$ cat src/rtl/rr_bus_arbiter.sv
// Round-robin arbiter granting one shared single-transaction resource to N requesters.
// The grant is held until done or the watchdog fires, then re-arbitrated with no idle cycle.
module rr_bus_arbiter #(
    parameter int N       = 4,
    parameter int TIMEOUT = 16,
    parameter int IdxW    = (N == 1) ? 1 : $clog2(N)
) (
    input  logic            clock,
    input  logic            reset,
    input  logic [N-1:0]    req,
    input  logic            done,
    output logic [N-1:0]    grant,
    output logic [IdxW-1:0] grant_idx,
    output logic            grant_valid,
    output logic            timeout
);

    localparam int CntW = (TIMEOUT < 1) ? 1 : $clog2(TIMEOUT + 1);
    localparam logic [CntW-1:0] CntLim = CntW'((TIMEOUT == 0) ? 0 : TIMEOUT - 1);
    localparam logic [IdxW-1:0] LastRst = IdxW'(N - 1);

    typedef enum logic {
        S_IDLE  = 1'b0,
        S_GRANT = 1'b1
    } state_t;

    state_t          r_state;
    logic [IdxW-1:0] r_last;
    logic [CntW-1:0] r_cnt;
    logic [N-1:0]    r_grant;
    logic [IdxW-1:0] r_grant_idx;
    logic            r_grant_valid;
    logic            r_timeout;

    logic            w_any;
    logic [IdxW-1:0] w_win_idx;
    logic [N-1:0]    w_win_onehot;
    logic            w_limit;
    logic            w_release;

    // Rotating-priority search: walk from last+N down to last+1 so the nearest
    // requester after last overwrites any farther one.
    always_comb begin
        w_any        = 1'b0;
        w_win_idx    = '0;
        w_win_onehot = '0;
        for (int k = N; k >= 1; k--) begin
            int j;
            j = int'(r_last) + k;
            if (j >= N) begin
                j = j - N;
            end else begin
                j = j;
            end
            if (req[j]) begin
                w_any        = 1'b1;
                w_win_idx    = IdxW'(j);
                w_win_onehot = '0;
                w_win_onehot[j] = 1'b1;
            end else begin
                w_any = w_any;
            end
        end
    end

    // Release condition: done, or the watchdog reaching its last allowed cycle.
    always_comb begin
        w_limit   = (TIMEOUT != 0) && (r_cnt == CntLim);
        w_release = done || w_limit;
    end

    // Arbitration state machine with registered outputs.
    always_ff @(posedge clock) begin
        if (reset) begin
            r_state       <= S_IDLE;
            r_last        <= LastRst;
            r_cnt         <= '0;
            r_grant       <= '0;
            r_grant_idx   <= '0;
            r_grant_valid <= 1'b0;
            r_timeout     <= 1'b0;
        end else begin
            case (r_state)
                S_IDLE: begin
                    r_timeout <= 1'b0;
                    if (w_any) begin
                        r_state       <= S_GRANT;
                        r_grant       <= w_win_onehot;
                        r_grant_idx   <= w_win_idx;
                        r_grant_valid <= 1'b1;
                        r_last        <= w_win_idx;
                        r_cnt         <= '0;
                    end else begin
                        r_state <= S_IDLE;
                    end
                end
                S_GRANT: begin
                    if (w_release) begin
                        r_timeout <= w_limit && !done;
                        if (w_any) begin
                            r_state       <= S_GRANT;
                            r_grant       <= w_win_onehot;
                            r_grant_idx   <= w_win_idx;
                            r_grant_valid <= 1'b1;
                            r_last        <= w_win_idx;
                            r_cnt         <= '0;
                        end else begin
                            r_state       <= S_IDLE;
                            r_grant       <= '0;
                            r_grant_idx   <= '0;
                            r_grant_valid <= 1'b0;
                            r_cnt         <= '0;
                        end
                    end else begin
                        r_timeout <= 1'b0;
                        r_cnt     <= r_cnt + CntW'(1);
                    end
                end
                default: begin
                    r_state       <= S_IDLE;
                    r_last        <= LastRst;
                    r_cnt         <= '0;
                    r_grant       <= '0;
                    r_grant_idx   <= '0;
                    r_grant_valid <= 1'b0;
                    r_timeout     <= 1'b0;
                end
            endcase
        end
    end

    assign grant       = r_grant;
    assign grant_idx   = r_grant_idx;
    assign grant_valid = r_grant_valid;
    assign timeout     = r_timeout;

endmodule

$ cat config.mk
export PLATFORM = sky130hd
export DESIGN_NAME = rr_bus_arbiter
export DESIGN_NICKNAME = d
export VERILOG_FILES = /design/src/rtl/rr_bus_arbiter.sv
export SDC_FILE = /design/constraint.sdc
export NUM_CORES = 1
export LEC_CHECK = 0
export ABC_AREA = 1
export CELL_PAD_IN_SITES_DETAIL_PLACEMENT = 2
export CELL_PAD_IN_SITES_GLOBAL_PLACEMENT = 2
export CORE_UTILIZATION = 29
export DETAILED_ROUTE_END_ITERATION = 8
export HOLD_SLACK_MARGIN = 0.05
export PLACE_DENSITY_LB_ADDON = 0.3
export SLEW_MARGIN = 20
export SYNTH_ARGS = -nofsm -noshare
export SYNTH_HDL_FRONTEND = slang
export SYNTH_SLANG_ARGS = --single-unit
export TNS_END_PERCENT = 30
$ cat constraint.sdc
create_clock -name clock -period 2 [get_ports clock]
set_input_delay 0.2 -clock clock [delete_from_list [all_inputs] [get_ports clock]]
set_output_delay 0.2 -clock clock [all_outputs]
set_load 0.05 [all_outputs]
After elaboration in Yosys (flattened, before gate mapping)
Index checks and enable logic that the tools add are counted.
Widths: inputs -> output; s select.
- register bits after elaboration: 16
- output and inout bits: 8
- word-level logic and storage cells: 98
- $add $sub $neg: 9
- magnitude comparators: 12
- equal/unequal tests: 3
- multiplexer cells: 58
- bitwise gates (word level): 1
- reduce and logical (&&, ||, !) cells: 8
- operators with widths (cell ; number):
    $ge 32x1->1 const B ; 4
    $lt 32x4->1 const B ; 4
    $mux 32 ; 4
    $mux 4 ; 7
    $mux 1 ; 21
    $mux 2 ; 9
    $sub 3x3->4 const B ; 3
    $mux 5 ; 2
    $pmux 5 s2 ; 1
    $ge 3x3->1 const B ; 3
    $bmux 1 s2 ; 4
    $demux 1 s2 ; 4
    $pmux 2 s2 ; 2
    $pmux 4 s2 ; 1
    $add 2x2->3 const B ; 2
    $pmux 1 s2 ; 3
    $add 5x1->5 const B ; 1
    $eq 5x4->1 const B ; 1
    $logic_and 1x1->1 ; 5
    $sub 4x3->5 const B ; 1
    $add 2x3->4 const B ; 1
    $ge 4x3->1 const B ; 1
    $add 2x1->3 const B ; 1
    $ne 2x1->1 const B ; 1
    other kinds (5) ; 5

Longest topological paths before layout
- word-level depth: 14
- depth in mapped cells: 12

Worst setup path after synthesis
Ideal clock, no wire load.
- path type: reg2reg
- start point: register r_cnt[0]
- end point: register r_cnt[4]
- library setup time: 0.070 ns
- arrival time: 1.567 ns
- required time: 1.930 ns
- slack: 0.363 ns
- stages on the path, launching flop included: 10
- buffers on the path: 0
- period minus slack after synthesis: 1.637 ns
- cells stage by stage: dfxtp_1 > ha_1 > inv_1 > nor2_1 > ha_1 > or2_1 > nor2_4 > inv_1 > or2_1 > a21oi_1
- longest elaborated chain between the ends: 4
- RTL lines (what ; RTL line ; text):
    start: declaration ; 29 ; logic [CntW-1:0] r_cnt;
    start signal: assignment ; 116 ; r_cnt <= r_cnt + CntW'(1);
    parallel branches: the longest is 2 deep, another holds $add 5x1->5 ; -- ;
    $mux 5 * ; 98 ; if (w_release) begin
    $pmux 5 s2 * ; 83 ; case (r_state)
Every way passes the cells marked *.
A chain may end at the register's enable or synchronous reset.

Final worst setup path
Ends and elaborated chain as after synthesis.

==> tab_implementation.tex <==
\begin{tabular}{lr}
\hline
Metric & Value \\
\hline
\multicolumn{2}{l}{\textbf{Worst setup path}} \\
\quad Required time of the worst setup path & between 2 and 2.5 ns \\
\quad Critical Path Start Type & flop \\
\quad Data arrival time of the critical path & 2.02 ns \\
\quad Largest driver fanout on the critical path & 5 \\
\quad Origin of the critical flop-to-flop path & r\_cnt[0] \\
\quad Endpoint class of the critical path & flop \\
\quad Crit Path Category & flop to flop \\
\quad Critical Path Source & r\_cnt[0] \\
\multicolumn{2}{l}{\textbf{Route}} \\
\quad Detailed-route DRC error count & 0 \\
\quad Initial drt markers & 41 \\
\quad Detailed-route vias per instance & between 4 and 5 \\
\quad Final wirelength & approximately 3200 µm \\
\quad Number of vias after detailed routing & $\sim$1,100 \\
\quad First-pass iteration count of the detailed router & 4 \\
\quad Post-route antenna net violation count & 0 \\
\quad Average wire length per cell after detail routing & approximately 13 µm \\
\multicolumn{2}{l}{\textbf{Cells and area}} \\
\quad Nets@finish & 211 \\
\quad Number of filler instances in the final layout & 466 \\
\quad Ant. Diodes & 0 \\
\quad Area growth, synth to finish & 24.16\% \\
\quad Core utilization of the finished layout & a little under two fifths \\
\quad FF/Latch Area & between 300 and 400 µm² \\
\quad Fraction of layout instances using a drive strength above 1 & roughly 14\% \\
\quad Area taken by multi-input logic gates & 699.4 µm² \\
\quad Non-Filler Instances & roughly 240 \\
\multicolumn{2}{l}{\textbf{CTS}} \\
\quad Count of hold-fix buffers inserted at cts & 0 \\
\quad Maximum clock path buffer count & 2 \\
\quad Clock transition time at the flip-flop clock pins of the worst setup and hold paths & 0.07 ns \\
\quad Buffers inserted during post-CTS setup optimization & 0 \\
\quad CTS root buffer & sky130\_fd\_sc\_hd\_\_clkbuf\_8 \\
\quad Resized cells post-CTS & 0 \\
\quad Later-pin clock latency in the skew report & about 0.25 ns \\
\quad Number of sinks on the clock net & 16 \\
\quad Deepest level of the CTS H-tree & 1 \\
\quad TritonCTS clock tree & done \\
\quad CTS Buf Count & 3 \\
\multicolumn{2}{l}{\textbf{Hold path}} \\
\quad Launch instance of the worst min-delay path & r\_cnt[4] \\
\quad Worst hold-check path type & flop to flop \\
\multicolumn{2}{l}{\textbf{Synth}} \\
\quad Post-synth cell types & 18 \\
\quad Fraction of synthesized cell area in xor and xnor cells & 0\% \\
\quad Area of the mapped netlist & about 0.0011 mm² \\
\quad Area fraction in and, or, nand and nor cells after synthesis & between 40 and 50\% \\
\quad Post-synth net total & 190 \\
\quad Fraction of the mapped netlist area in compound gates & $\sim$6.7\% \\
\quad Adder-Cell Fraction of Synth Area & slightly above 10\% \\
\quad Number of warnings issued by yosys & 0 \\
\quad Average cell area after synthesis & about 6.4 µm² \\
\quad Multiplexer share of the synthesized area & 0\% \\
\quad Main combinational cell family by area after synthesis & simple AND/OR/NAND/NOR gates \\
\quad Sequential fraction of the synthesis area & about 29\% \\
\quad Syn Inst Count & roughly 170 \\
\quad Register bit count reported by yosys & 16 \\
\multicolumn{2}{l}{\textbf{STA}} \\
\quad Worst-case clock skew & between 0.005 and 0.006 ns \\
\quad Number of hold violations in the final report & 0 \\
\quad Final WS setup & 0.1632 ns \\
\quad Pins Over Slew Limit & 0 \\
\quad Unrepaired setup endpoints after global routing & false \\
\quad Normalized max-slew margin & roughly two thirds \\
\quad Tmin final & 1.837 ns \\
\quad Setup total negative slack & 0 ns \\
\quad Achievable frequency & 0.5444 GHz \\
\quad Final-report setup violation count & 0 \\
\quad Worst Max-Slew Pin Slew & just under 0.5 ns \\
\quad Final worst path period share & 91.84\% \\
\multicolumn{2}{l}{\textbf{Placed design}} \\
\quad Number of I/O port buffers & 14 \\
\quad Placement-stage worst setup slack & about 0.18 ns \\
\quad Final weighted congestion in routability-driven placement & around 0.8 \\
\quad Final HPWL from detailed placement & approximately 2600 µm \\
\quad Placed Instances & 238 \\
\multicolumn{2}{l}{\textbf{Global route}} \\
\quad Global routing usage summed across all routing layers & 17.35\% \\
\quad Antenna violations before repair & 0 \\
\quad Maximum number of pins on one net before global-route repair & 14 \\
\quad Sum of overflow across all layers after global routing & 0 \\
\quad Via count of the first global-routing pass & roughly 1,200 \\
\quad First-pass GRT wire length & around 5500 µm \\
\multicolumn{2}{l}{\textbf{Floorplanning}} \\
\quad X dimension of the die & 64.11 µm \\
\quad Die area & 0.004109 mm² \\
\quad Height of the chip & between 60 and 70 µm \\
\quad Floorplan Core Area & between 0.003 and 0.004 mm² \\
\quad I/O Pins & 15 \\
\quad Initial standard-cell utilization of the core & 30.33\% \\
\quad Standard-cell rows & 22 \\
\multicolumn{2}{l}{\textbf{Pwr}} \\
\quad Power density cells & 1550 mW/mm² \\
\quad Max rail drop VDD & 797.6 µV \\
\quad Leakage component of the power & around 0.67 nW \\
\quad Final total power & approximately 2.2 mW \\
\multicolumn{2}{l}{\textbf{Status}} \\
\quad Status & finished, final reports clean \\
\multicolumn{2}{l}{\textbf{Run}} \\
\quad Number of max-capacitance violations reported & 0 \\
\hline
\end{tabular}
final timing paths:
| kind | endpoint | slack, ns | cells after the start |
|---|---|---|---|
| setup / recovery | r_cnt[4] | 0.16 | 9 |
| hold reg to reg | r_cnt[4] | 0.48 | 2 |
| hold / removal | r_cnt[4] | 0.48 | 2 |
| setup reg to reg | r_cnt[4] | 0.16 | 9 |
metrics by stage:
stage                     hold WS (ns)  instance area [µm²]
final                           0.4763                 1389
after global routing            0.4932                 1389
after CTS                       0.4779                 1389
after detailed placement        0.4665                 1334
after global placement          0.4524                 1334
after floorplan                 0.2691                 1119
registers in the layout, indices dropped and copies added, names as in the netlist:
name / cells
r_state: 1
grant_valid: 1
r_cnt: 5
grant: 4
grant_idx: 2
timeout: 1
r_last: 2
layout by cell type, fill, tap and decap left out, drive strengths merged:
cell,synthesis,routed
a21oi,12,12
buf,1,4
clkbuf,1,4
clkdlybuf4s50,0,14
dfxtp,16,16
ha,9,9
inv,21,21
nand2,66,66
nand3,21,21
nand4,3,3
nor2,18,18
nor3,1,1
o21ai,3,3
or2,2,2
cells by family (layout without fill, tap and decap cells):
kind of cell	Yosys count	count (layout)
buffers and inverters	23	43
adder cells (fa/ha/maj)	9	9
AND/OR/NAND/NOR	111	111
flip-flops	16	16
AO/OA/AOI/OAI	15	15
synth_stat cells, drive strengths merged:
cell type / number / area [µm²]
inv: 21 / 83.83
nand4: 3 / 18.77
ha: 9 / 112.6
buf: 1 / 11.26
o21ai: 3 / 15.01
nand3: 21 / 105.1
nand2: 66 / 275.3
nor2: 18 / 95.09
nor3: 1 / 5.000
or2: 2 / 12.51
clkbuf: 1 / 3.750
a21oi: 12 / 60.06
dfxtp: 16 / 320.3
layer usage:
| metal | part of all wire, % | up-vias | global-route usage, % | wire (µm) |
|---|---|---|---|---|
| li1 | - | 588 | - | - |
| met1 | 46 | 544 | 19.81 | 1478 |
| met2 | 51 | 12 | 32.45 | 1632 |
| met3 | 2.3 | 2 | 3.750 | 73 |
| met4 | 0.59 | 0 | 4.167 | 19 |
| met5 | 0 | - | 0 | 0 |
power breakdown:
part | total [mW] | switching, mW | internal (mW)
logic | 1.43 | 0.968 | 0.462
clock network | 0.289 | 0.115 | 0.175
registers | 0.434 | 0.0435 | 0.391
area by class of cell:
class / instances / share of cell area [%]
Tap cell: 48 / 4.324
Timing Repair Buffer: 18 / 12.25
Sequential cell: 16 / 23.06
Clock buffer: 4 / 3.964
Multi-Input combinational cell: 135 / 50.36
Inverter: 21 / 6.036
worst max-delay path: stages, from the launching register on:
cell and delay [ns]:
sky130_fd_sc_hd__dfxtp_1 0.34, sky130_fd_sc_hd__ha_1 0.21, sky130_fd_sc_hd__inv_1 0.08, sky130_fd_sc_hd__nor2_1 0.05, sky130_fd_sc_hd__ha_1 0.19, sky130_fd_sc_hd__or2_1 0.26
sky130_fd_sc_hd__nor2_4 0.17, sky130_fd_sc_hd__inv_1 0.11, sky130_fd_sc_hd__or2_1 0.22, sky130_fd_sc_hd__a21oi_1 0.14
No activity file was read; power rests on OpenSTA's default activity.
